### config.mk
export PLATFORM = sky130hd
export DESIGN_NAME = branch_predictor
export DESIGN_NICKNAME = d
export VERILOG_FILES = /design/src/rtl/branch_predictor_pkg.sv /design/src/rtl/branch_predictor_btb.sv /design/src/rtl/branch_predictor.sv
export SDC_FILE = /design/constraint.sdc
export NUM_CORES = 2
export LEC_CHECK = 0
export ABC_CLOCK_PERIOD_IN_PS = 5200
export CELL_PAD_IN_SITES_DETAIL_PLACEMENT = 2
export CELL_PAD_IN_SITES_GLOBAL_PLACEMENT = 2
export CORE_MARGIN = 2
export CORE_UTILIZATION = 40
export DETAILED_ROUTE_END_ITERATION = 10
export PLACE_DENSITY = 0.71
export SLEW_MARGIN = 10
export SYNTH_ARGS = -nofsm -noshare
export SYNTH_HDL_FRONTEND = slang
export SYNTH_HIERARCHICAL = 1
export SYNTH_SLANG_ARGS = --single-unit
### constraint.sdc
create_clock -name clk -period 5.2 [get_ports clk]
set_clock_uncertainty 0.1 [all_clocks]
set_input_delay 0.52 -clock clk [delete_from_list [all_inputs] [get_ports clk]]
set_output_delay 0.52 -clock clk [all_outputs]
set_load 0.1 [all_outputs]
### src/rtl/branch_predictor_pkg.sv
// Shared constants and helpers for the branch predictor: 2-bit counter
// encodings and the saturating counter update.
package branch_predictor_pkg;

  localparam int INST_ADDR_W = 32;

  localparam logic [1:0] BP_SNT = 2'b00;  // strongly not-taken
  localparam logic [1:0] BP_WNT = 2'b01;  // weakly not-taken (reset value)
  localparam logic [1:0] BP_WT  = 2'b10;  // weakly taken
  localparam logic [1:0] BP_ST  = 2'b11;  // strongly taken

  // Saturating 2-bit counter step: taken counts up to BP_ST, not-taken down to BP_SNT.
  function automatic logic [1:0] sat_update(input logic [1:0] cnt, input logic taken);
    logic [1:0] nxt;
    nxt = cnt;
    if (taken) begin
      if (cnt != BP_ST) nxt = cnt + 2'd1;
    end else begin
      if (cnt != BP_SNT) nxt = cnt - 2'd1;
    end
    return nxt;
  endfunction

endpackage

### src/rtl/branch_predictor_btb.sv
// Direct-mapped branch target buffer: valid/tag/target arrays with one
// combinational read port, one synchronous write port and a synchronous
// clear of the valid bits. Tags and targets are not reset; valid gates them.
module bp_btb
  import branch_predictor_pkg::*;
#(
  parameter int IDX_W = 6,
  parameter int TAG_W = 8
) (
  input  logic                   clk,
  input  logic                   rst,
  input  logic [IDX_W-1:0]       rd_idx,
  output logic                   rd_valid,
  output logic [TAG_W-1:0]       rd_tag,
  output logic [INST_ADDR_W-1:0] rd_target,
  input  logic                   wr_en,
  input  logic [IDX_W-1:0]       wr_idx,
  input  logic [TAG_W-1:0]       wr_tag,
  input  logic [INST_ADDR_W-1:0] wr_target
);

  localparam int ENTRIES = 1 << IDX_W;

  logic [ENTRIES-1:0]     valid_q;
  logic [TAG_W-1:0]       tag_q    [ENTRIES];
  logic [INST_ADDR_W-1:0] target_q [ENTRIES];

  // Read port: reflects registered state only, so a same-cycle write is not visible.
  assign rd_valid  = valid_q[rd_idx];
  assign rd_tag    = tag_q[rd_idx];
  assign rd_target = target_q[rd_idx];

  // Valid bits: cleared on reset, set on write; entries are never invalidated otherwise.
  always_ff @(posedge clk) begin
    if (rst) begin
      valid_q <= '0;
    end else if (wr_en) begin
      valid_q[wr_idx] <= 1'b1;
    end
  end

  // Tag/target storage: written alongside the valid bit, dropped while in reset.
  always_ff @(posedge clk) begin
    if (!rst && wr_en) begin
      tag_q[wr_idx]    <= wr_tag;
      target_q[wr_idx] <= wr_target;
    end
  end

endmodule

### src/rtl/branch_predictor.sv
// Front-end branch predictor: 2-bit-counter BHT plus direct-mapped BTB,
// trained by resolved conditional branches from execute, with branch and
// misprediction performance counters.
//
// Update interface is valid-only (no ready): execute asserts upd_valid_i for
// exactly the cycles carrying a retiring result; the predictor always accepts
// it at that posedge and only conditional branches (upd_is_jmp_i) train it.
module branch_predictor
  import branch_predictor_pkg::*;
#(
  parameter int IDX_W = 6,
  parameter int TAG_W = 8,
  parameter int CNT_W = 32
) (
  input  logic             clk,
  input  logic             rst,
  input  logic [31:0]      if_pc_i,
  output logic             pred_jmp_o,
  output logic [31:0]      pred_target_o,
  input  logic             upd_valid_i,
  input  logic [31:0]      upd_pc_i,
  input  logic             upd_is_jmp_i,
  input  logic             upd_taken_i,
  input  logic [31:0]      upd_dest_i,
  input  logic             upd_mispred_i,
  output logic [CNT_W-1:0] br_cnt_o,
  output logic [CNT_W-1:0] miss_cnt_o
);

  localparam int ENTRIES = 1 << IDX_W;

  logic [IDX_W-1:0] rd_idx;
  logic [TAG_W-1:0] rd_tag;
  logic [IDX_W-1:0] wr_idx;
  logic [TAG_W-1:0] wr_tag;
  logic             upd_en;
  logic             btb_valid;
  logic [TAG_W-1:0] btb_tag;
  logic [31:0]      btb_target;
  logic             hit;
  logic [31:0]      pc_plus4;
  logic [1:0]       bht [ENTRIES];

  // PC low bits are ignored: index from word address, tag from the bits above it.
  assign rd_idx = if_pc_i[IDX_W+1:2];
  assign rd_tag = if_pc_i[IDX_W+TAG_W+1:IDX_W+2];
  assign wr_idx = upd_pc_i[IDX_W+1:2];
  assign wr_tag = upd_pc_i[IDX_W+TAG_W+1:IDX_W+2];

  // Reset wins over a pending update; non-branch results never train.
  assign upd_en = upd_valid_i && upd_is_jmp_i && !rst;

  bp_btb #(
    .IDX_W (IDX_W),
    .TAG_W (TAG_W)
  ) u_btb (
    .clk       (clk),
    .rst       (rst),
    .rd_idx    (rd_idx),
    .rd_valid  (btb_valid),
    .rd_tag    (btb_tag),
    .rd_target (btb_target),
    .wr_en     (upd_en && upd_taken_i),
    .wr_idx    (wr_idx),
    .wr_tag    (wr_tag),
    .wr_target (upd_dest_i)
  );

  assign hit      = btb_valid && (btb_tag == rd_tag);
  assign pc_plus4 = if_pc_i + 32'd4;

  // Zero-latency lookup from registered state; outputs forced to fall-through in reset.
  always_comb begin
    pred_jmp_o    = 1'b0;
    pred_target_o = pc_plus4;
    if (!rst && hit && bht[rd_idx][1]) begin
      pred_jmp_o    = 1'b1;
      pred_target_o = btb_target;
    end
  end

  // BHT: all counters weakly not-taken on reset, saturating update on each branch.
  always_ff @(posedge clk) begin
    if (rst) begin
      for (int i = 0; i < ENTRIES; i++) begin
        bht[i] <= BP_WNT;
      end
    end else if (upd_en) begin
      bht[wr_idx] <= sat_update(bht[wr_idx], upd_taken_i);
    end
  end

  // Performance counters: retired conditional branches and their mispredictions (wrap).
  always_ff @(posedge clk) begin
    if (rst) begin
      br_cnt_o   <= '0;
      miss_cnt_o <= '0;
    end else if (upd_en) begin
      br_cnt_o <= br_cnt_o + CNT_W'(1);
      if (upd_mispred_i) begin
        miss_cnt_o <= miss_cnt_o + CNT_W'(1);
      end
    end
  end

endmodule

* Yosys cells after proc, flatten, opt, wreduce, memory -nomap -nowiden
Memory sizes are Yosys's and may differ from the RTL's. Index checks and enable logic that the tools add are counted.
Operators by class: reduce and logical (&&, ||, !) cells 12, eq/ne operators 2, multiplexer cells 21, $lt $le $gt $ge 3, bitwise operators 1, $add $sub $neg 5
Operator list (count):
- $add 32x1->32 const B | 2
- $or 64x64->64 | 1
- $add 32x3->32 const B | 1
- $mux 32 | 1
- $lt 6x7->1 const B | 2
- $mux 2 | 6
- $mux 1 | 11
- $eq 8x8->1 | 1
- $logic_and 1x1->1 | 8
- $bmux 1 s6 | 1
- $demux 1 s6 | 1
- $ge 6x1->1 const B | 1
- $mux 6 | 1
- $add 2x1->2 const B | 1
- $ne 2x2->1 const B | 1
- $reduce_and 2->1 | 1
- $reduce_bool 2->1 | 1
- $reduce_or 2->1 | 1
- $sub 2x1->2 const B | 1
- $logic_not 1->1 | 1
Storage, ports and cells: flip-flop bits (word level) 128, memory bits (writable) 2688, memories kept 3, output and inout bits 97, logic and storage cells 50
Memories:
- u_btb.target_q | depth 64, width 32, read ports 1, clocked after Yosys merged registers in 0, write ports 1, RTL line branch_predictor_btb.sv:26 | logic [INST_ADDR_W-1:0] target_q [ENTRIES];
- u_btb.tag_q | depth 64, width 8, read ports 1, clocked after Yosys merged registers in 0, write ports 1, RTL line branch_predictor_btb.sv:25 | logic [TAG_W-1:0] tag_q [ENTRIES];
- bht | depth 64, width 2, read ports 2, clocked after Yosys merged registers in 0, write ports 64, RTL line branch_predictor.sv:42 | logic [1:0] bht [ENTRIES];

* Logic depth before layout (Yosys ltp)
word-level depth 7, mapped depth 16, gate-level depth less buffers 10

* Cells and area by module
Netlist, hierarchy kept.
Modules (own cells, without submodules):
- bp_btb | times used 1, area an instance 99459.1 um2, cells an instance 4442
- branch_predictor | times used 1, area an instance 11019.3 um2, cells an instance 1087

* Least setup slack after synthesis
OpenSTA, ideal clock, no wires.
path type input -> output, start input port if_pc_i[2], end output port pred_target_o[10], required time 4580 ps, stages 13, setup slack -387 ps, arrival time 4967 ps, path through buf_2 -> buf_2 -> buf_2 -> mux4_2 -> a221oi_1 -> nand2_1 -> and3_1 -> xor2_1 -> or4_1 -> nor4_1 -> nand4_1 -> buf_2 -> mux2i_1
On the way: word-level cells in the longest chain between the ends 6
RTL lines:
- from (decl) | RTL line branch_predictor.sv:17 | input logic [31:0] if_pc_i,
- $mem_v2 64x8
- named net btb_tag[6] | RTL line branch_predictor.sv:38 | logic [TAG_W-1:0] btb_tag;
- $eq 8x8->1 | RTL line branch_predictor.sv:69 | assign hit = btb_valid && (btb_tag == rd_tag);
- $logic_and 1x1->1 | RTL line branch_predictor.sv:69
- $logic_and 1x1->1 (2 in series) | RTL line branch_predictor.sv:76 | if (!rst && hit && bht[rd_idx][1]) begin
- $mux 32 | RTL line branch_predictor.sv:76
- to (decl) | RTL line branch_predictor.sv:19 | output logic [31:0] pred_target_o,
The timed path passes the listed nets, and every way through them passes these cells. The select of a mux whose other input is x is not followed.

* Worst setup path after layout
start memory u_btb.tag_q[34][6], end output port pred_target_o[23]
On the way: word-level cells in the longest chain between the ends 6
RTL lines (RTL line):
- from (decl) | branch_predictor_btb.sv:25
- $mem_v2 64x8
- named net btb_tag[6] | branch_predictor.sv:38
- $eq 8x8->1 | branch_predictor.sv:69
- $logic_and 1x1->1 | branch_predictor.sv:69
- $logic_and 1x1->1 (2 in series) | branch_predictor.sv:76
- $mux 32 | branch_predictor.sv:76
The timed path passes the listed nets, and every way through them passes these cells.

==> impl_metrics.tcl <==
set metrics [dict create \
    slew_headroom_pct 11.4 \
    dp_hpwl_um 244000 \
    synth_cell_types 65 \
    num_rows 192 \
    cts.sinks 2816 \
    clkLatencyLatePin_ns 0.87 \
    netlist_instances 5529 \
    holdWs_ns 0.108 \
    worst_r2r_endpoint "bht[41][0]" \
    async_flop_share_pct 0 \
    syn-cell-area_mm2 0.110 \
    grt_pass1_vias 67825 \
    synth_compound_area_share_pct 3.54 \
    cp.arrival_ns 4.87 \
    p_leak_uw 0.0404 \
    timing_hold_violations_final 0 \
    vias 65003 \
    grt_max_degree 200 \
    drive_gt1_share_pct 27.0 \
    track_usage_pct 31.2 \
    hold_path.startpoint "upd_dest_i[24]" \
    via_per_inst 6.53 \
    gp_congestion 0.823 \
    synthTopCellsByCount "edfxtp_1 (2688), mux4_2 (647), nor2_1 (207)" \
    die_w_um 530 \
    powerDensity_mw_per_mm2 390 \
    setup_viol 33 \
    synth_most_common_cell "edfxtp_1" \
    seq_area_mm2 0.0833 \
    ff2ff_path_depth 8 \
    synth_area_leaders "edfxtp_1 (73%), mux4_2 (13%), dfxtp_1 (2.3%), o22ai_1 (0.96%), mux2i_1 (0.77%)" \
    grt_remaining_overflow 0 \
    fmax_mhz 182 \
    grt_antenna_before_repair 36 \
    cts_buffers 307 \
    ir_drop_mv 0.299 \
    synth_top_area_share_pct 73.1 \
    port_buffers 180 \
    io_pins 199 \
    min_to "u_btb/target_q[57][24]" \
    n_fill_cell 24507 \
    max_cap_violations 0 \
    synth_xor_area_share_pct 0.721 \
    final_nets 6095 \
    h-tree-depth 5 \
    r2r-start "bht[37][1]" \
    synth_warnings 6 \
    post-route-util_pct 47.2 \
    grt_pass1_wl_um 597000 \
    regToRegSetupSlack_ns 2.26 \
    violations "setup timing" \
    cp_max_fo 16 \
    start_util_pct 40.3 \
    fin_crit_sh_pct 106 \
    status "finished, violations left" \
    drc 0 \
    drt_iter0_markers 8895 \
    path_clk_slew_ns 0.06 \
    synthFlopType "edfxtp_1" \
    critPathLaunch "u_btb/tag_q[34][6]" \
    cts_max_path_buffers 4 \
    hold_path_class "in -> reg" \
    ys_ff_latch 2816 \
    synth_adder_area_share_pct 0.0532 \
    syn-num-nets 5634 \
    whs_path_depth 1 \
    drt_wl_total_um 444000 \
    synth_edf_count 2688 \
    timing.final.ws_setup_ns -0.290 \
    rsz0062_at_grt "yes" \
    routedWlPerCell_um 44.7 \
    yosys.area.top_type "edfxtp_1" \
    synth-simple-area-share_pct 3.78 \
    dieArea_mm2 0.280 \
    end_kind "output pin" \
    cts_root_buf "clkbuf_16" \
    drtPass1Iterations 6 \
    core_mm2 0.274 \
    period_minus_slack_ns 5.49 \
    synth_seq_area_share_pct 75.4 \
    ant_nets 0 \
    die_height_um 530 \
    crit_type "reg -> out" \
    synth.mux.area_fraction_pct 14.7 \
    syn_area_per_cell_um2 20.0 \
    worstPathRequired_ns 4.58 \
    tightest_slew_ns 1.32 \
    multi_input_area_mm2 0.0259 \
    synth_top_family_by_area "multiplexers" \
    startpoint_type "register" \
    cts_tree "yes" \
    syn_to_final_growth_pct 17.2 \
    drv_slew 0 \
]
==> critical path, stage by stage (launching register included) <==
cell      delay (ns)
edfxtp_1        0.52
mux4_2          0.51
a211oi_1        0.29
o22ai_1         0.19
and3_4          0.20
xor2_2          0.20
or4_4           0.63
nor4_4          0.15
nand4_1         0.25
buf_6           0.26
buf_12          0.17
mux2_4          0.38
buf_12          0.18
==> layer usage <==
layer  global-route usage (%)  share of wire, %  up-vias
li1                         -                 -    23870
met1                     37.7                35    35707
met2                     52.8                50     4250
met3                     5.50               8.2     1156
met4                     17.4               6.2       20
met5                        0             0.029        -
==> state kept, by name (all words and copies together) (netlist names) <==
signal,flops
u_btb/valid_q,64
br_cnt_o,32
miss_cnt_o,32
u_btb/target_q,2048
u_btb/tag_q,512
bht,128
==> timing repair <==
item	4_1_cts	5_1_grt
endpoints found under the setup margin	33	33
hold endpoints to repair	0	13
gates resized for setup	52	7
setup buffers	4	0
cloned	0	0
hold buffers	0	1
pin swaps	5	1
==> power breakdown <==
group          total (µW)  internal [µW]  switching (µW)
clock network       22800          12800            9950
registers           24900          24800            22.2
logic                2800            922            1870
==> logic make-up (layout without fill, tap and decap cells) <==
logic type	Yosys count	count (layout)
flip-flops	2816	2816
AND/OR/NAND/NOR	833	833
multiplexers	805	805
AO/OA/AOI/OAI	545	545
buffers and inverters	434	1131
XOR/XNOR	91	91
adder cells (fa/ha/maj)	5	5
other	0	36
==> per-stage QoR <==
stage | power, µW | area (µm²) | TNS, ns | cells | setup slack, ns
finish | 50400 | 129000 | -6.75 | 9948 | -0.290
global route | 51400 | 129000 | -5.77 | 9944 | -0.236
CTS | 50500 | 129000 | -3.70 | 9909 | -0.180
detailed placement | 28000 | 119000 | -7.62 | 9362 | -0.334
global placement | 27900 | 119000 | -0.0222 | 9362 | -0.0188
floorplan | 26800 | 110000 | -2.71 | 5529 | -0.387
==> worst max-delay path by stage <==
stage	end	slack [ns]	cells past startpoint
2_1_floorplan	pred_target_o[10]	-0.39	13
5_1_grt	pred_target_o[19]	-0.24	12
6_report	pred_target_o[23]	-0.29	12
4_1_cts	pred_target_o[21]	-0.18	12
3_3_place_gp	pred_target_o[15]	-0.02	15
3_5_place_dp	pred_target_o[29]	-0.33	16
==> cell usage in the layout, fill, tap and decap left out, types with 62 or more instances in the layout <==
| cell | count |
|---|---|
| a22oi_1 | 100 |
| nand3_1 | 123 |
| dfxtp_1 | 128 |
| mux2i_1 | 81 |
| buf_4 | 259 |
| edfxtp_1 | 2688 |
| buf_12 | 111 |
| nor2_1 | 141 |
| clkbuf_16 | 315 |
| mux2_2 | 63 |
| nand2_1 | 155 |
| o22ai_1 | 168 |
| nor2_4 | 66 |
| mux4_2 | 647 |
| inv_1 | 78 |
| clkinv_1 | 62 |
| xor2_1 | 64 |
| clkdlybuf4s50_1 | 97 |
| o221ai_1 | 73 |
==> area by class of cell <==
class / instances / area share, %
inverter: 80 / 0.232
multi-input combinational: 2279 / 20.0
antenna: 36 / 0.0696
timing repair buffer: 506 / 4.19
tap: 3686 / 3.56
clock inverter: 173 / 1.37
clock buffer: 372 / 6.26
sequential: 2816 / 64.3
Power figures use the tool's default switching activity.
